## config.mk

```make
export PLATFORM = sky130hd
export DESIGN_NAME = led_pattern_gen
export DESIGN_NICKNAME = d
export VERILOG_FILES = /design/src/rtl/led_pkg.sv /design/src/rtl/led_pattern_gen_rst_sync.sv /design/src/rtl/led_pattern_gen.sv
export SDC_FILE = /design/constraint.sdc
export NUM_CORES = 1
export LEC_CHECK = 0
export ABC_AREA = 1
export CORE_UTILIZATION = 50
export CTS_CLUSTER_SIZE = 8
export DETAILED_ROUTE_END_ITERATION = 10
export PLACE_DENSITY = 0.79
export SYNTH_ARGS = -nofsm -noshare
export SYNTH_HDL_FRONTEND = slang
export SYNTH_SLANG_ARGS = --single-unit
```

## constraint.sdc

```tcl
create_clock -name OSC_50m -period 2.8 [get_ports OSC_50m]
set_input_delay 0.28 -clock OSC_50m [delete_from_list [all_inputs] [get_ports OSC_50m]]
set_output_delay 0.28 -clock OSC_50m [all_outputs]
set_load 0.01 [all_outputs]
```

## src/rtl/led_pkg.sv

```systemverilog
// ----------------------------------------------------------------------------
// led_pkg
// Shared types and constants for the board LED pattern generator.
//   led_mode_e  : run-time pattern select (ROTL, ROTR, BOUNCE, FILL)
//   led_dir_e   : travel direction of the BOUNCE one-hot
//   SYNC_DEPTH  : flop count of the reset and switch synchronisers
//   seed()      : bit index lit by a mode's seed pattern (-1 means all dark)
// ----------------------------------------------------------------------------
package led_pkg;

    typedef enum logic [1:0] {
        ROTL   = 2'd0,
        ROTR   = 2'd1,
        BOUNCE = 2'd2,
        FILL   = 2'd3
    } led_mode_e;

    typedef enum logic {
        DIR_LEFT  = 1'b0,
        DIR_RIGHT = 1'b1
    } led_dir_e;

    localparam int SYNC_DEPTH = 2;

    // Every seed is either a single lit LED or all dark, so the seed is
    // described by the index of the lit LED. Returning an index keeps the
    // function independent of the LED array width.
    function automatic int seed(input led_mode_e mode, input int led_w);
        case (mode)
            ROTR:    return led_w - 1;
            FILL:    return -1;
            default: return 0;      // ROTL and BOUNCE start at bit 0
        endcase
    endfunction

endpackage

```

## src/rtl/led_pattern_gen_rst_sync.sv

```systemverilog
// ----------------------------------------------------------------------------
// rst_sync
// Asynchronous-assert / synchronous-deassert reset synchroniser.
// rst_n drops as soon as arst_n drops and rises on the DEPTH-th clock edge
// after arst_n rises. Reusable by any block under the top level.
// Ports:
//   clk     in  1  destination clock
//   arst_n  in  1  raw asynchronous active-low reset
//   rst_n   out 1  synchronised active-low reset
// ----------------------------------------------------------------------------
module rst_sync
    import led_pkg::*;
#(
    parameter int DEPTH = SYNC_DEPTH
) (
    input  logic clk,
    input  logic arst_n,
    output logic rst_n
);

    logic [DEPTH-1:0] sync_reg;

    always_ff @(posedge clk or negedge arst_n) begin
        if (!arst_n) begin
            sync_reg <= '0;
        end else begin
            sync_reg <= {sync_reg[DEPTH-2:0], 1'b1};
        end
    end

    assign rst_n = sync_reg[DEPTH-1];

endmodule

```

## src/rtl/led_pattern_gen.sv

```systemverilog
// ----------------------------------------------------------------------------
// led_pattern_gen
// Board LED pattern generator. A free-running prescaler produces one step
// tick every 2^CNT_W clocks; on each unpaused tick the LED pattern either
// loads the seed of a newly selected mode or advances one step.
// Optional feature macro: LED_PWM_EN (global brightness PWM, registered
// LED output, adds brightness_i port).
// Ports:
//   OSC_50m       in  1      50 MHz clock
//   FPGA_RSTn     in  1      asynchronous active-low reset
//   mode_i        in  2      pattern select (async): ROTL/ROTR/BOUNCE/FILL
//   pause_i       in  1      freeze pattern (async), active-high
//   brightness_i  in  PWM_W  PWM duty (LED_PWM_EN only)
//   USER_LED      out LED_W  LED drive, active-high
//   step_o        out 1      one-cycle pulse on the first cycle of a new pattern
// ----------------------------------------------------------------------------
module led_pattern_gen
    import led_pkg::*;
#(
    parameter int CNT_W = 25,
    parameter int LED_W = 10,
    parameter int PWM_W = 8
) (
    input  logic             OSC_50m,
    input  logic             FPGA_RSTn,
    input  logic [1:0]       mode_i,
    input  logic             pause_i,
`ifdef LED_PWM_EN
    input  logic [PWM_W-1:0] brightness_i,
`endif
    output logic [LED_W-1:0] USER_LED,
    output logic             step_o
);

    logic rst_n;

    rst_sync #(
        .DEPTH (SYNC_DEPTH)
    ) u_rst_sync (
        .clk    (OSC_50m),
        .arst_n (FPGA_RSTn),
        .rst_n  (rst_n)
    );

    // ------------------------------------------------------------------
    // Switch synchronisers
    // ------------------------------------------------------------------
    logic [SYNC_DEPTH-1:0][1:0] mode_sync_reg;
    logic [SYNC_DEPTH-1:0]      pause_sync_reg;
    led_mode_e                  mode_s;
    logic                       pause_s;

    always_ff @(posedge OSC_50m or negedge rst_n) begin
        if (!rst_n) begin
            mode_sync_reg  <= '0;
            pause_sync_reg <= '0;
        end else begin
            mode_sync_reg  <= {mode_sync_reg[SYNC_DEPTH-2:0], mode_i};
            pause_sync_reg <= {pause_sync_reg[SYNC_DEPTH-2:0], pause_i};
        end
    end

    assign mode_s  = led_mode_e'(mode_sync_reg[SYNC_DEPTH-1]);
    assign pause_s = pause_sync_reg[SYNC_DEPTH-1];

    // ------------------------------------------------------------------
    // Prescaler: never paused, so pausing does not shift the tick phase
    // ------------------------------------------------------------------
    logic [CNT_W-1:0] cnt_reg;
    logic             tick;
    logic             adv;

    always_ff @(posedge OSC_50m or negedge rst_n) begin
        if (!rst_n) begin
            cnt_reg <= '0;
        end else begin
            cnt_reg <= cnt_reg + 1'b1;
        end
    end

    assign tick = &cnt_reg;
    assign adv  = tick & ~pause_s;

    // ------------------------------------------------------------------
    // Seed pattern for the currently selected mode
    // ------------------------------------------------------------------
    int               seed_idx;
    logic [LED_W-1:0] seed_vec;

    assign seed_idx = seed(mode_s, LED_W);

    generate
        for (genvar gi = 0; gi < LED_W; gi++) begin : g_seed
            assign seed_vec[gi] = (seed_idx == gi);
        end
    endgenerate

    // ------------------------------------------------------------------
    // Pattern state machine
    // ------------------------------------------------------------------
    logic [LED_W-1:0] pattern_reg;
    led_mode_e        mode_reg;
    led_dir_e         dir_reg;
    logic             step_reg;

    always_ff @(posedge OSC_50m or negedge rst_n) begin
        if (!rst_n) begin
            pattern_reg <= LED_W'(1);
            mode_reg    <= ROTL;
            dir_reg     <= DIR_LEFT;
            step_reg    <= 1'b0;
        end else begin
            step_reg <= adv;
            if (adv) begin
                if (mode_s != mode_reg) begin
                    mode_reg    <= mode_s;
                    pattern_reg <= seed_vec;
                    dir_reg     <= DIR_LEFT;
                end else begin
                    case (mode_reg)
                        ROTL: pattern_reg <= {pattern_reg[LED_W-2:0], pattern_reg[LED_W-1]};
                        ROTR: pattern_reg <= {pattern_reg[0], pattern_reg[LED_W-1:1]};
                        BOUNCE: begin
                            // Direction flips on the step that arrives at an
                            // end, so each end bit is shown for one step only.
                            if (dir_reg == DIR_LEFT) begin
                                pattern_reg <= pattern_reg << 1;
                                if (pattern_reg[LED_W-2]) begin
                                    dir_reg <= DIR_RIGHT;
                                end
                            end else begin
                                pattern_reg <= pattern_reg >> 1;
                                if (pattern_reg[1]) begin
                                    dir_reg <= DIR_LEFT;
                                end
                            end
                        end
                        FILL: begin
                            if (&pattern_reg) begin
                                pattern_reg <= '0;
                            end else begin
                                pattern_reg <= {pattern_reg[LED_W-2:0], 1'b1};
                            end
                        end
                        default: pattern_reg <= pattern_reg;
                    endcase
                end
            end
        end
    end

    assign step_o = step_reg;

    // ------------------------------------------------------------------
    // LED output stage
    // ------------------------------------------------------------------
`ifdef LED_PWM_EN
    logic [PWM_W-1:0] pwm_reg;
    logic [LED_W-1:0] led_reg;

    // Strict compare: brightness 0 is always dark, full scale leaves one
    // dark slot per PWM period.
    always_ff @(posedge OSC_50m or negedge rst_n) begin
        if (!rst_n) begin
            pwm_reg <= '0;
            led_reg <= '0;
        end else begin
            pwm_reg <= pwm_reg + 1'b1;
            led_reg <= pattern_reg & {LED_W{pwm_reg < brightness_i}};
        end
    end

    assign USER_LED = led_reg;
`else
    assign USER_LED = pattern_reg;
`endif

endmodule
```

=== Word level (Yosys, flattened, before mapping) ===
Cells that the tools add are included.
Widths: inputs -> output; s select.

* Bits in registers: 47
* Output and inout bits: 11
* Logic and storage cells: 44

* Add/sub/neg operators: 1
* Equal/unequal tests: 15
* Mux-type cells: 10
* Bitwise gates (word level): 2
* Reductions and logical operators: 7

{| class="wikitable"
|+ Operators with widths
! kind !! number
|-
| $eq 32x4->1 const B || 4
|-
| $eq 32x3->1 const B || 2
|-
| $eq 32x5->1 const B || 2
|-
| $pmux 32 s2 || 1
|-
| $pmux 10 s4 || 1
|-
| $eq 32x2->1 const B || 1
|-
| $logic_not 32->1 || 1
|-
| $mux 10 || 3
|-
| $add 25x1->25 const B || 1
|-
| $reduce_and 25->1 || 1
|-
| $reduce_and 10->1 || 1
|-
| $eq 2x2->1 const B || 3
|-
| $mux 1 || 5
|-
| $eq 2x1->1 const B || 2
|-
| $reduce_and 2->1 || 2
|-
| $logic_not 2->1 || 1
|-
| $ne 2x2->1 || 1
|-
| $reduce_bool 2->1 || 1
|-
| $and 1x1->1 || 1
|-
| $not 1->1 || 1
|}

=== Longest topological paths before layout ===
Gate-level depths: netlist of the first run.

* Depth in word-level cells: 4
* Mapped depth: 10
* Gate-level depth less buffers: 9

=== Cells and area by module ===
A second synthesis of the first run with hierarchy kept.

* Cell total of the unflattened synthesis: 254
* Area, all modules: 2255.9 um^2

{| class="wikitable"
|+ Modules (own cells, without submodules)
! module !! instances !! cells an instance !! area an instance (um^2) !! seq. area each (um^2)
|-
| led_pattern_gen || 1 || 251 || 2202.1 || 1127.3
|-
| rst_sync || 1 || 3 || 53.8 || 50.0
|}

=== Worst setup path before layout of the first run ===
OpenSTA, ideal clock, no wires.

* Path kind: register to register
* From: register cnt_reg[0]
* To: register dir_reg
* Arrival: 1.352 ns
* Setup slack: 1.372 ns
* Stages on the path, launching flop included: 11
* Path buffers: 1
* Clock period less this slack: 1.428 ns
* Path through: dfrtp_1 ha_1 nand3_1 inv_2 nand2_4 nor2_4 nand3_2 buf_6 a21oi_4 nand2_1 o21ai_1

* Word-level cells in the longest chain between the ends: 3

{| class="wikitable"
|+ Ends and longest elaborated chain
! what !! RTL line !! source
|-
| start, declared || led_pattern_gen.sv:69 || <nowiki>logic [CNT_W-1:0] cnt_reg;</nowiki>
|-
| start signal, assigned || led_pattern_gen.sv:77 || <nowiki>cnt_reg <= cnt_reg + 1'b1;</nowiki>
|-
| $reduce_and 25->1 || led_pattern_gen.sv:81 || <nowiki>assign tick = &cnt_reg;</nowiki>
|-
| $and 1x1->1 || led_pattern_gen.sv:82 || <nowiki>assign adv = tick & ~pause_s;</nowiki>
|-
| $reduce_and 2->1 (no source line) || -- ||
|-
| end signal, assigned || led_pattern_gen.sv:110 || <nowiki>dir_reg <= DIR_LEFT;</nowiki>
|-
| end signal, assigned || led_pattern_gen.sv:118 || <nowiki>dir_reg <= DIR_LEFT;</nowiki>
|-
| end signal, assigned || led_pattern_gen.sv:129 || <nowiki>dir_reg <= DIR_RIGHT;</nowiki>
|-
| end, declared || led_pattern_gen.sv:103 || <nowiki>led_dir_e dir_reg;</nowiki>
|}

Every way passes these cells.
A chain may end at the register's enable or synchronous reset.

=== Worst setup path after layout of the first run ===
* From: register cnt_reg[0]
* To: register pattern_reg[6], in the netlist USER_LED[6]

* Word-level cells in the longest chain between the ends: 2

{| class="wikitable"
|+ Ends and longest elaborated chain
! what !! RTL line !! source
|-
| $reduce_and 25->1 || led_pattern_gen.sv:81 ||
|-
| $and 1x1->1 || led_pattern_gen.sv:82 ||
|-
| end signal, assigned || led_pattern_gen.sv:117 || <nowiki>pattern_reg <= seed_vec;</nowiki>
|-
| end signal, assigned || led_pattern_gen.sv:121 || <nowiki>ROTL: pattern_reg <= {pattern_reg[LED_W-2:0], pattern_reg[LED_W-1]};</nowiki>
|-
| end signal, assigned || led_pattern_gen.sv:122 || <nowiki>ROTR: pattern_reg <= {pattern_reg[0], pattern_reg[LED_W-1:1]};</nowiki>
|-
| end, declared || led_pattern_gen.sv:101 || <nowiki>logic [LED_W-1:0] pattern_reg;</nowiki>
|}

Every way passes these cells.

==> results.json, run 1 <==
{
  "setup.worst_path.start_class": "flip-flop",
  "grtUsageMet2_pct": 27.9,
  "setup_slack_ns": 1.00,
  "dieHeight_um": 68.3,
  "netlist_area_um2": 2200,
  "worst-slew-pin-transition_ns": 0.925,
  "setup.worst_path.start": "cnt_reg[0]",
  "chip_width_um": 68.3,
  "drc": 0,
  "insertedDiodeCount": 0,
  "final_antenna_net_count": 0,
  "achievable-frequency_ghz": 0.557,
  "net_count_of_the_mapped_netlist": 253,
  "floorplan_die_area_um2": 4670,
  "core_um2": 4120,
  "post-cts-setup-buffers": 0,
  "initial_core_util_pct": 53.5,
  "layout.nets": 273,
  "holdCritPathClass": "input pin to asynchronous set/reset pin",
  "cts-root-buf": "sky130_fd_sc_hd__clkbuf_8",
  "max_stage_delay_ns": 0.41,
  "final_hold_viol_count": 0,
  "clkSinkCount": 47,
  "rows": 23,
  "finalSetupTns_ns": 0,
  "vias": 1566,
  "grt_max_degree": 46,
  "antenna_violations_before_repair": 0,
  "async_flop_share_pct": 100,
  "cts_tree": "built",
  "cts.reportedPaths.clkPinSlew_ns": 0.09,
  "global_route.usage.met1_pct": 23.4,
  "dpl.cell_count": 310,
  "grt_first_pass_wirelength_um": 6170,
  "insertion_delay_ns": 0.31,
  "drt_first_iter_violations": 114,
  "cts_htree_levels": 2,
  "cp.buffers_inverters": 2,
  "placement.setup.worst_slack_ns": 1.01,
  "routabilityCongestion": 0.783,
  "final.fill_count": 364,
  "setup_viol": 0,
  "period_needed_ns": 1.80,
  "worst_path_dominant_cell_family": "simple AND/OR/NAND/NOR gates",
  "viasPerCell": 4.92,
  "timing.critical_path.depth": 9,
  "wire_per_inst_um": 11.2,
  "detailed_place.area_um2": 2400,
  "post_cts.resized_instances": 0,
  "flip_flop_count_of_the_largest_register_after_layout": 25,
  "worst_clock_skew_ns": 0.0112,
  "numPortBuffers": 15,
  "total_wirelength_um": 3570,
  "first_global_vias": 1475,
  "synth-main-ff-cell": "sky130_fd_sc_hd__dfrtp_1",
  "design.portCount": 16,
  "part_of_the_cycle_the_worst_path_needs_pct": 64.1,
  "worstRegToRegCells": 9,
  "ffs_latches_synth": 47,
  "area_delta_synth_final_pct": 13.3,
  "most_repeated_library_cell_on_the_critical_path": "sky130_fd_sc_hd__nand3_1",
  "slew_headroom_pct": 38.4,
  "end_kind": "flip-flop",
  "timing_worst_setup_path_type": "flip-flop to flip-flop",
  "power_per_unit_of_standard_cell_area_nw_per_um2": 453,
  "r2r_setup_slack_ns": 1.00,
  "share_of_final_layout_standard_cells_stronger_than_drive_strength_1_pct": 11.6,
  "crit_required_ns": 2.99,
  "clk_path_buf_depth": 2,
  "finalInstanceArea_um2": 2490,
  "critPathMaxFanout": 11,
  "total_leakage_power_uw": 0.00121,
  "r2r-start": "cnt_reg[0]",
  "cp.arrival_ns": 1.99,
  "grt_setup_unrepaired": "false",
  "global_route.usage.met3_pct": 4.50,
  "yosysWarningCount": 0,
  "layoutNonFillerInstCount": 318,
  "synthCells": 247,
  "globalRoute.totalOverflow": 0,
  "gr-max-usage-layer": "met2",
  "tritoncts.num_buffers": 5,
  "outcome": "finished, final reports clean",
  "timing.max_cap.violations": 0,
  "syn_avg_cell_area_um2": 8.91,
  "ir_drop_uv": 428,
  "synth-seq-area-share_pct": 53.5,
  "path_cells": "ha_1 > nand3_1 > inv_2 > nand2_4 > nor2_4 > nand3_2 > clkinv_1 > nand3_1 > nand2_1",
  "gr-usage-all-layers_pct": 17.8,
  "post_synth_edffs": 0,
  "ys_types": 27,
  "final-max-slew-violation-count": 0,
  "dp_hpwl_um": 2560,
  "worstReg2RegEnd": "USER_LED[6]",
  "critical_path.slowest_cell": "sky130_fd_sc_hd__dfrtp_1",
  "drt_pre_antenna_iters": 4,
  "cts_hold_repair.buffers": 0
}
[synthesized netlist by cell type (2+ instances only)]
library cell               n  area share [%]
sky130_fd_sc_hd__nor2_1   12             2.0
sky130_fd_sc_hd__o21ai_1   4            0.91
sky130_fd_sc_hd__nor2_2    6             1.7
sky130_fd_sc_hd__xor2_1   12             4.8
sky130_fd_sc_hd__dfrtp_1  46              52
sky130_fd_sc_hd__inv_2     5            0.85
sky130_fd_sc_hd__nor4_1    2            0.57
sky130_fd_sc_hd__nand2_2   2            0.57
sky130_fd_sc_hd__nor2_4    3             1.5
sky130_fd_sc_hd__nand4_1   2            0.57
sky130_fd_sc_hd__inv_1    19             3.2
sky130_fd_sc_hd__xnor2_1  13             5.2
sky130_fd_sc_hd__a21oi_1   3            0.68
sky130_fd_sc_hd__nand2_1  85              15
sky130_fd_sc_hd__o21ai_0   2            0.46
sky130_fd_sc_hd__nand3_2   3             1.4
sky130_fd_sc_hd__nand3_1  18             4.1
[layout by cell type (no fill, tap or decap), types with 3 or more instances in the layout]
cell type                         instances
sky130_fd_sc_hd__o21ai_1                  4
sky130_fd_sc_hd__nand2_1                 85
sky130_fd_sc_hd__xor2_1                  12
sky130_fd_sc_hd__clkbuf_8                 5
sky130_fd_sc_hd__xnor2_1                 13
sky130_fd_sc_hd__nor2_2                   6
sky130_fd_sc_hd__nand3_2                  3
sky130_fd_sc_hd__nor2_1                  12
sky130_fd_sc_hd__nor2_4                   3
sky130_fd_sc_hd__dfrtp_1                 45
sky130_fd_sc_hd__inv_1                   19
sky130_fd_sc_hd__inv_2                    5
sky130_fd_sc_hd__clkdlybuf4s50_1         15
sky130_fd_sc_hd__a21oi_1                  3
sky130_fd_sc_hd__nand3_1                 18
[worst reg2reg max path, cell delays in order, from the launching register on]
cell	delay [ns]
sky130_fd_sc_hd__dfrtp_1	0.41
sky130_fd_sc_hd__ha_1	0.24
sky130_fd_sc_hd__nand3_1	0.15
sky130_fd_sc_hd__inv_2	0.06
sky130_fd_sc_hd__nand2_4	0.08
sky130_fd_sc_hd__nor2_4	0.05
sky130_fd_sc_hd__nand3_2	0.19
sky130_fd_sc_hd__clkinv_1	0.29
sky130_fd_sc_hd__nand3_1	0.16
sky130_fd_sc_hd__nand2_1	0.05
[routing by layer]
| metal | up-vias | wire, um |
|---|---|---|
| li1 | 801 | - |
| met1 | 736 | 1760 |
| met2 | 21 | 1630 |
| met3 | 8 | 102 |
| met4 | 0 | 76 |
| met5 | - | 0 |
[where the power goes]
part	switching (uW)	internal, uW
clock network	239	179
registers	13.9	684
logic	6.63	7.24
[final cells by class]
class / instances / area, um2 / share of cell area, %
inverter: 25 / 93.8 / 3.77
timing repair buffer: 15 / 150 / 6.02
multi-input combinational: 173 / 913 / 36.6
sequential: 47 / 1180 / 47.3
clock buffer: 5 / 68.8 / 2.76
clock inverter: 3 / 25.0 / 1.00
tap: 50 / 62.6 / 2.51
[kinds of logic after synthesis]
group	synth area share, %
AO/OA/AOI/OAI	2.79
XOR/XNOR	9.95
adder cells (fa/ha/maj)	0.569
buffers and inverters	4.95
flip-flops	53.5
other	0.170
AND/OR/NAND/NOR	28.0
[metrics by stage]
stage	hold slack (ns)	total power, uW	utilization (%)
2_1_floorplan	-0.0156	715	-
4_1_cts	0.131	1140	60.6
5_1_grt	0.130	1170	60.6
3_3_place_gp	0.333	726	58.3
6_report	0.130	1130	60.6
3_5_place_dp	0.335	726	58.3
[worst max path at each step]
stage | slack (ns) | endpoint
floorplan | 1.37 | dir_reg
global placement | 1.09 | USER_LED[1]
detailed placement | 1.01 | USER_LED[7]
CTS | 1.0 | USER_LED[6]
global route | 0.82 | USER_LED[6]
finish | 1.00 | USER_LED[6]
Power figures use the tool's default switching activity.
==> run 2, diff against run 1 <==
--- a/config.mk
+++ b/config.mk
@@ -9,7 +9,7 @@
 export CORE_UTILIZATION = 50
 export CTS_CLUSTER_SIZE = 8
 export DETAILED_ROUTE_END_ITERATION = 10
-export PLACE_DENSITY = 0.79
+export PLACE_DENSITY = 0.81
 export SYNTH_ARGS = -nofsm -noshare
 export SYNTH_HDL_FRONTEND = slang
 export SYNTH_SLANG_ARGS = --single-unit
==> constraint.sdc (replaced) <==
create_clock -name OSC_50m -period 1.65 [get_ports OSC_50m]
set_input_delay 0.165 -clock OSC_50m [delete_from_list [all_inputs] [get_ports OSC_50m]]
set_output_delay 0.165 -clock OSC_50m [all_outputs]
set_load 0.01 [all_outputs]
==> run 2 against run 1 <==
Compared with the run above: first-iteration DRC count decreased by 8.8%; die area did not move; worst hold slack worse by 0.12 ns; sequential power rose by 69%; cell area up 3.9%; global-route usage up 1.1 points; cell count is 2.2% higher; register-to-register slack lost 0.89 ns; sequential share of layout area fell by 1.8 points; flip-flop and latch count stayed put; core utilization rose by 2.3 points; critical path depth decreased by 8.
==> results.json, run 2 (synthesized netlist as in run 1, its figures left out) <==
{
  "grt_max_degree": 26,
  "mostFrequentLayoutCell": "sky130_fd_sc_hd__nand2_1",
  "final_antenna_net_count": 0,
  "setup.worst_path.start_class": "flip-flop",
  "insertedDiodeCount": 0,
  "gr-usage-all-layers_pct": 18.9,
  "ir_drop_uv": 790,
  "cp.arrival_ns": 1.42,
  "clk_path_buf_depth": 2,
  "part_of_the_cycle_the_worst_path_needs_pct": 96.1,
  "numPortBuffers": 15,
  "worstRegToRegCells": 9,
  "max_stage_delay_ns": 0.58,
  "cts_tree": "built",
  "worst_clock_skew_ns": 0.00766,
  "first_global_vias": 1492,
  "drc": 0,
  "most-common-layout-cells": "84 x sky130_fd_sc_hd__nand2_1, 45 x sky130_fd_sc_hd__dfrtp_1, 19 x sky130_fd_sc_hd__inv_1",
  "r2r-start": "cnt_reg[0]",
  "slew_headroom_pct": 63.5,
  "final_hold_viol_count": 0,
  "setup.worst_path.start": "USER_LED[0]",
  "critical_path.slowest_cell": "sky130_fd_sc_hd__dfstp_2",
  "period_needed_ns": 1.59,
  "clkSinkCount": 47,
  "achievable-frequency_ghz": 0.631,
  "rows": 23,
  "viasPerCell": 5.06,
  "holdCritPathClass": "input pin to asynchronous set/reset pin",
  "placement.setup.worst_slack_ns": 0.0642,
  "initial_core_util_pct": 53.5,
  "timing_worst_setup_path_type": "flip-flop to primary output",
  "r2r_setup_slack_ns": 0.11,
  "cts-root-buf": "sky130_fd_sc_hd__clkbuf_8",
  "path_cells": "clkdlybuf4s50_1",
  "share_of_final_layout_standard_cells_stronger_than_drive_strength_1_pct": 15.3,
  "chip_width_um": 68.3,
  "insertion_delay_ns": 0.31,
  "area_delta_synth_final_pct": 17.7,
  "dp_hpwl_um": 2720,
  "cts.reportedPaths.clkPinSlew_ns": 0.09,
  "final-max-slew-violation-count": 0,
  "worstReg2RegEnd": "USER_LED[8]",
  "layout.nets": 280,
  "routabilityCongestion": 0.800,
  "antenna_violations_before_repair": 0,
  "setup_slack_ns": 0.0643,
  "total_wirelength_um": 3910,
  "drt_pre_antenna_iters": 4,
  "grt_first_pass_wirelength_um": 6450,
  "outcome": "finished, final reports clean",
  "worst_path_dominant_cell_family": "flip-flops",
  "final.fill_count": 333,
  "crit_required_ns": 1.48,
  "globalRoute.totalOverflow": 0,
  "flip_flop_count_of_the_largest_register_after_layout": 25,
  "cts_htree_levels": 2,
  "design.portCount": 16,
  "total_leakage_power_uw": 0.00125,
  "end_kind": "primary output",
  "vias": 1644,
  "floorplan_die_area_um2": 4670,
  "setup_viol": 0,
  "cts_hold_repair.buffers": 0,
  "wire_per_inst_um": 12.0,
  "util_after_layout_pct": 62.9,
  "critPathMaxFanout": 5,
  "core_um2": 4120,
  "power_per_unit_of_standard_cell_area_nw_per_um2": 806,
  "tritoncts.num_buffers": 5,
  "cp.buffers_inverters": 1,
  "timing.max_cap.violations": 0,
  "finalHoldWorstSlack_ns": 0.00597,
  "drt_first_iter_violations": 104,
  "worst-slew-pin-transition_ns": 0.547,
  "dieHeight_um": 68.3
}
## run 2: metal layers
metal	part of all wire [%]	GRT usage, %	up-vias
met4	1.5	9.11	0
met1	48	24.8	791
met3	3.2	4.00	6
li1	-	-	820
met5	0	0	-
met2	48	29.7	27
## run 2: how the worst max path moves through the flow
stage | slack [ns] | end | depth (start not counted)
after floorplan | 0.22 | dir_reg | 10
after global placement | 0.11 | USER_LED[2] | 9
after detailed placement | 0.06 | USER_LED[7] | 9
after CTS | 0.03 | USER_LED[7] | 9
after global routing | -0.02 | USER_LED[7] | 9
final | 0.06 | USER_LED[0] | 1
## run 2: what timing repair did
action,in CTS,in global routing
setup buffers,0,1
hold endpoints to repair,0,0
endpoints found under the setup margin,0,10
resized for setup,0,5
## run 2: power breakdown
part           switching (uW)  leakage, uW  internal, uW
logic                    21.8     0.000571          16.9
clock network             411    0.0000587           459
registers                15.4     0.000624          1160
## run 2: layout make-up
| type | count | area [um2] | share of cell area, % |
|---|---|---|---|
| clock buffer | 5 | 68.8 | 2.66 |
| clock inverter | 3 | 47.5 | 1.84 |
| inverter | 25 | 97.6 | 3.77 |
| multi-input combinational | 173 | 931 | 36.0 |
| sequential | 47 | 1180 | 45.5 |
| tap | 50 | 62.6 | 2.42 |
| timing repair buffer | 22 | 203 | 7.83 |
## run 2: per-stage QoR
step	setup TNS [ns]	cell area [um2]	instances	power [uW]
2_1_floorplan	0	2200	247	1210
3_3_place_gp	0	2440	316	1240
3_5_place_dp	0	2440	316	1240
4_1_cts	0	2560	324	2100
5_1_grt	-0.0285	2590	325	2150
6_report	0	2590	325	2090
